==> config.mk <==
export PLATFORM = sky130hd
export DESIGN_NAME = delta_cmd_gen
export DESIGN_NICKNAME = d
export VERILOG_FILES = /design/src/rtl/delta_cmd_gen.sv
export SDC_FILE = /design/constraint.sdc
export NUM_CORES = 1
export LEC_CHECK = 0
export CORE_UTILIZATION = 50
export DETAILED_ROUTE_END_ITERATION = 8
export PLACE_DENSITY = 0.8
export SLEW_MARGIN = 15
export SYNTH_ARGS = -nofsm -noshare
export SYNTH_HDL_FRONTEND = slang
export SYNTH_SLANG_ARGS = --single-unit
==> constraint.sdc <==
create_clock -name clk_i -period 2.3 [get_ports clk_i]
set_input_delay 0.345 -clock clk_i [delete_from_list [all_inputs] [get_ports clk_i]]
set_output_delay 0.345 -clock clk_i [all_outputs]
set_load 0.03 [all_outputs]
==> src/rtl/delta_cmd_gen.sv <==
// delta_cmd_gen: nets same-cycle increment/decrement requests into one
// registered up/down delta command for the downstream counter.
// Optional statistics counters are enabled by defining DELTA_CMD_GEN_STATS_EN.
//
// Handshake: every stream uses valid/ready. A transfer happens on a rising
// clock edge where valid and ready are both 1. A producer holds valid and
// payload stable until the transfer. Here, ready never depends on the
// valid inputs. The command output holds stable while cmd_valid_o=1 and
// cmd_ready_i=0.
`timescale 1ns/1ps

module delta_cmd_gen #(
   parameter int WIDTH      = 8,
   parameter int STAT_WIDTH = 16
) (
   input  logic                  clk_i,
   input  logic                  rst_ni,
   input  logic                  clear_i,
   input  logic                  inc_valid_i,
   output logic                  inc_ready_o,
   input  logic [WIDTH-1:0]      inc_delta_i,
   input  logic                  dec_valid_i,
   output logic                  dec_ready_o,
   input  logic [WIDTH-1:0]      dec_delta_i,
   output logic                  cmd_valid_o,
   input  logic                  cmd_ready_i,
   output logic                  cmd_down_o,
   output logic [WIDTH-1:0]      cmd_delta_o
`ifdef DELTA_CMD_GEN_STATS_EN
   ,
   output logic [STAT_WIDTH-1:0] issue_cnt_o,
   output logic [STAT_WIDTH-1:0] cancel_cnt_o
`endif
);

   logic             valid_q, valid_d;
   logic             down_q, down_d;
   logic [WIDTH-1:0] delta_q, delta_d;

   logic             can_accept;
   logic             inc_fire, dec_fire;
   logic             cancel;
   logic             net_down;
   logic [WIDTH:0]   net_mag;
   logic [WIDTH:0]   inc_ext, dec_ext;
   logic [WIDTH:0]   diff_up, diff_dn;

   // The output slot is free when empty or when it drains this cycle.
   assign can_accept  = !valid_q | cmd_ready_i;
   assign inc_ready_o = can_accept & !clear_i;
   assign dec_ready_o = can_accept & !clear_i;
   assign inc_fire    = inc_valid_i & inc_ready_o;
   assign dec_fire    = dec_valid_i & dec_ready_o;

   assign inc_ext = {1'b0, inc_delta_i};
   assign dec_ext = {1'b0, dec_delta_i};
   assign diff_up = inc_ext - dec_ext;
   assign diff_dn = dec_ext - inc_ext;

   // Net the fired requests into a direction and a WIDTH+1 bit magnitude.
   always_comb begin
      net_down = 1'b0;
      net_mag  = '0;
      cancel   = 1'b0;
      if (inc_fire && dec_fire) begin
         // The borrow bit of inc-dec tells which side is larger.
         net_down = diff_up[WIDTH];
         net_mag  = diff_up[WIDTH] ? diff_dn : diff_up;
         cancel   = (inc_delta_i == dec_delta_i);
      end else if (inc_fire) begin
         net_mag  = inc_ext;
      end else if (dec_fire) begin
         net_down = 1'b1;
         net_mag  = dec_ext;
      end
   end

   // Next state of the one-entry command register; clear_i wins over accept.
   always_comb begin
      valid_d = valid_q;
      down_d  = down_q;
      delta_d = delta_q;
      if (clear_i) begin
         valid_d = 1'b0;
      end else if (can_accept) begin
         // A zero net magnitude consumes the request(s) without a command.
         valid_d = |net_mag;
         if (|net_mag) begin
            down_d  = net_down;
            delta_d = net_mag[WIDTH-1:0];
         end
      end
   end

   // Command register with asynchronous reset.
   always_ff @(posedge clk_i or negedge rst_ni) begin
      if (!rst_ni) begin
         valid_q <= 1'b0;
         down_q  <= 1'b0;
         delta_q <= '0;
      end else begin
         valid_q <= valid_d;
         down_q  <= down_d;
         delta_q <= delta_d;
      end
   end

   assign cmd_valid_o = valid_q;
   assign cmd_down_o  = down_q;
   assign cmd_delta_o = delta_q;

`ifdef DELTA_CMD_GEN_STATS_EN
   logic [STAT_WIDTH-1:0] issue_cnt_q, issue_cnt_d;
   logic [STAT_WIDTH-1:0] cancel_cnt_q, cancel_cnt_d;

   // Saturating issue/cancel counters, flushed by clear_i.
   always_comb begin
      issue_cnt_d  = issue_cnt_q;
      cancel_cnt_d = cancel_cnt_q;
      if (clear_i) begin
         issue_cnt_d  = '0;
         cancel_cnt_d = '0;
      end else begin
         if (valid_q && cmd_ready_i && !(&issue_cnt_q))
            issue_cnt_d = issue_cnt_q + 1'b1;
         if (cancel && !(&cancel_cnt_q))
            cancel_cnt_d = cancel_cnt_q + 1'b1;
      end
   end

   // Statistics registers with asynchronous reset.
   always_ff @(posedge clk_i or negedge rst_ni) begin
      if (!rst_ni) begin
         issue_cnt_q  <= '0;
         cancel_cnt_q <= '0;
      end else begin
         issue_cnt_q  <= issue_cnt_d;
         cancel_cnt_q <= cancel_cnt_d;
      end
   end

   assign issue_cnt_o  = issue_cnt_q;
   assign cancel_cnt_o = cancel_cnt_q;
`endif

endmodule
==> results of run 1 <==
-- final timing paths --
check | from | to | slack (ps) | depth (start not counted)
max reg2reg | cmd_valid_o | cmd_delta_o[7] | 80 | 10
min reg2reg | cmd_delta_o[2] | cmd_delta_o[2] | 530 | 2
max in group asynchronous | rst_ni | cmd_delta_o[7] | 1580 | 1
max | dec_delta_i[6] | cmd_delta_o[7] | -760 | 13
min in group clk_i | cmd_delta_o[2] | cmd_delta_o[2] | 530 | 2
min | rst_ni | cmd_delta_o[3] | 400 | 1
-- report_power, final --
group | switching (mW) | internal, mW
Combinational | 0.432 | 0.370
Clock | 0.0604 | 0.0604
Sequential | 0.0174 | 0.199
Total | 0.510 | 0.630
-- worst register-to-register path, delay by kind of cell, from the launching register on --
family                 cells  cell delay (ps)
AOI/OAI and AO/OA          3              690
buffers and inverters      2              280
DFF                        1              390
and+or+nand+nor            5              780
-- layer usage --
| layer | vias up | wire, um | track usage (%) |
|---|---|---|---|
| li1 | 834 | - | - |
| met1 | 903 | 2370 | 38.9 |
| met2 | 224 | 3360 | 69.0 |
| met3 | 102 | 731 | 4.88 |
| met4 | 0 | 878 | 30.0 |
| met5 | - | 0 | 0 |
-- cell type report --
class	instances	area [sq um]
clock buffer	3	22.5
tap	31	38.8
timing repair buffer	99	838
fill	104	200
multi-input combinational	136	1280
inverter	30	130
sequential	10	250
-- stage by stage --
step / TNS (ps) / util [%] / total power [mW] / instance area [sq um]
final: -6700 / 92.7 / 1.14 / 2560
after global routing: -7180 / 92.7 / 1.18 / 2560
after CTS: -5050 / 88.3 / 1.00 / 2440
after detailed placement: -12760 / 79.9 / 0.819 / 2200
after global placement: -11400 / 79.9 / 0.796 / 2200
after floorplan: -3220 / - / 0.543 / 1510
-- repair_timing --
item | CTS | global route
pin swaps | 20 | 14
endpoints found under the hold margin | 0 | 0
gates resized for setup | 55 | 22
gates cloned | 0 | 0
endpoints found under the setup margin | 10 | 10
buffers inserted | 6 | 6
-- registers in the layout (all words and copies together), names as in the netlist --
| register | count |
|---|---|
| cmd_down_o | 1 |
| cmd_delta_o | 8 |
| cmd_valid_o | 1 |
-- cell usage in the layout (no fill, tap or decap), types with 3 or more instances in the layout --
master | Yosys | routed
ha_4 | 0 | 8
nand2_1 | 23 | 20
o21ai_2 | 0 | 4
dfrtp_1 | 10 | 10
nor2_1 | 5 | 5
o21ai_0 | 15 | 9
a21oi_2 | 2 | 3
inv_1 | 30 | 22
buf_4 | 2 | 62
nand2b_1 | 3 | 3
a21oi_1 | 16 | 14
dlygate4sd2_1 | 0 | 9
nor2b_1 | 3 | 3
ha_1 | 16 | 8
a22oi_1 | 3 | 3
buf_6 | 2 | 7
clkdlybuf4s50_1 | 0 | 19
clkbuf_4 | 0 | 3
inv_2 | 0 | 6
-- cell families (layout without fill, tap and decap cells) --
kind of cell             count (synthesis)  in the layout
AO/OA/AOI/OAI                           63             63
AND/OR/NAND/NOR                         48             48
flip-flops                              10             10
buffers and inverters                   36            132
multiplexers                             4              4
XOR/XNOR                                 3              3
adder cells (fa/ha/maj)                 18             18
==> results by group, run 1 <==
Yosys
  – Mux contribution to synthesized area: 3.18%
  – Yosys cell types: 53
  – Mapped Area: 1450 sq um
  – Sequential fraction of the synthesis area: 17.2%
  – EDFF count, synth: 0
  – Adder-cell share of the synthesized area: 16.5%
  – Compound-gate portion of the synthesized area: 31.2%
  – Syn Nets: 222
  – Synth Flop Type: dfrtp_1
  – Synth Instances: 182
  – Post-synth top cells: inv_1 (30), nand2_1 (23), a21oi_1 (16), ha_1 (16), o21ai_0 (15)
  – Largest area contributor in the netlist: dfrtp_1
  – Main combinational cell family by area after synthesis: compound AO/OA/AOI/OAI gates
  – Seq cells post-synth: 10
  – Post-synth ARST share: 100%
  – Top post-synthesis cells by area: dfrtp_1 (17%), ha_1 (14%), inv_1 (7.7%), nand2_1 (5.9%), a21oi_1 (5.5%)
  – Post-synth top area share: 17.2%
  – Xor and xnor area share after synthesis: 1.81%
  – Simple-Gate Fraction of Synth Area: 17.3%
  – Top-count cell post-synth: inv_1
  – Syn avg cell area: 7.99 sq um
  – Synth warn: 0

Routing
  – Antenna viol nets, final: 0
  – Post-route DRC: 0
  – 1st-iter DRT viols: 258
  – Vias per cell: 6.68
  – Via count: 2063
  – WL final: 7330 um
  – DRT Pass-1 Iters: 7
  – Post-DR wirelength/cell: 23.7 um

Final layout
  – Fin nets: 320
  – Diode count: 0
  – Layout cells sized above 1: 46.4%
  – Area Growth Syn to Fin: 75.9%
  – Post-route non-filler standard cell count: 309

Min path
  – Worst Hold Class: input pin to async pin

Critical path
  – CP max stage cell: clkdlybuf4s50_1
  – Max stage delay on crit path: 560 ps
  – Critical path, cell by cell: clkdlybuf4s50_1, inv_1, ha_1, a21oi_4, buf_12, o211a_1, a2111oi_2, o32ai_2, xnor2_1, a21oi_2, nand4b_4, buf_4, o21ai_1
  – Delay-heaviest family, CP: compound AO/OA/AOI/OAI gates
  – Worst-path maximum fanout: 5
  – Crit end category: flip-flop
  – CP startpoint kind: input pin
  – CP required: 2460 ps
  – Setup CP Type: input pin to flip-flop
  – Crit path DAT: 3220 ps
  – WP buf/inv: 4

Power
  – Leakage Power: 1.20 nW
  – Peak supply drop: 0.555 mV
  – PD cells: 446 nW/um^2

Place
  – Port bufs: 33
  – GP Congestion: 0.896
  – Post-Place Cells: 294
  – DP Worst Slack: -1340 ps
  – HPWL Detailed: 4080 um

Timing
  – Fin crit share: 133%
  – Fin Clk Skew: 1.52 ps
  – Final hold viol count: 0
  – Worst-Margin Slew: 459 ps
  – Final hold slack: 402 ps
  – Tmin final: 3060 ps
  – Endpoints failing setup: 10
  – Max Fclk: 327 MHz
  – Setup WS post-layout: -756 ps
  – RSZ-0062 raised after global routing: true
  – Max-slew violations: 0
  – Max-slew headroom: 69.1%

CTS
  – Clock Path Buffers: 2
  – Worst skew pair latency: 260 ps
  – Cts hold-fix bufs: 0
  – CTS clk-pin slew, worst paths: 70 ps
  – TritonCTS Buffers: 3
  – CTS sink cnt: 10
  – CTS tree: yes
  – Htree depth: 1
  – Root buffer cell: clkbuf_4

Die
  – Die height: 55.9 um
  – Starting density of the core: 52.7%
  – Die Width: 55.9 um
  – I/O pins: 34
  – FP Rows: 19
  – Die area: 3130 sq um
  – Core Box Area: 2760 sq um

Global route
  – Total GRT Usage: 38.0%
  – Vias in the first global route: 2008
  – First-pass GRT wire length: 9160 um
  – Total congestion overflow: 0
  – Initial antenna violation count: 0
  – Largest net degree at the start of global routing: 11

Run
  – Max_cap viols: 0

Status
  – Failing checks: negative setup slack
  – Status: complete, but fails checks
No activity file was read; power rests on OpenSTA's default activity.
==> run 2, diff against run 1 <==
Settings changed: CTS_CLUSTER_DIAMETER set to 50.
==> results of run 2 <==
Same layout as run 1: the final DEF is identical, and so are final timing and power.
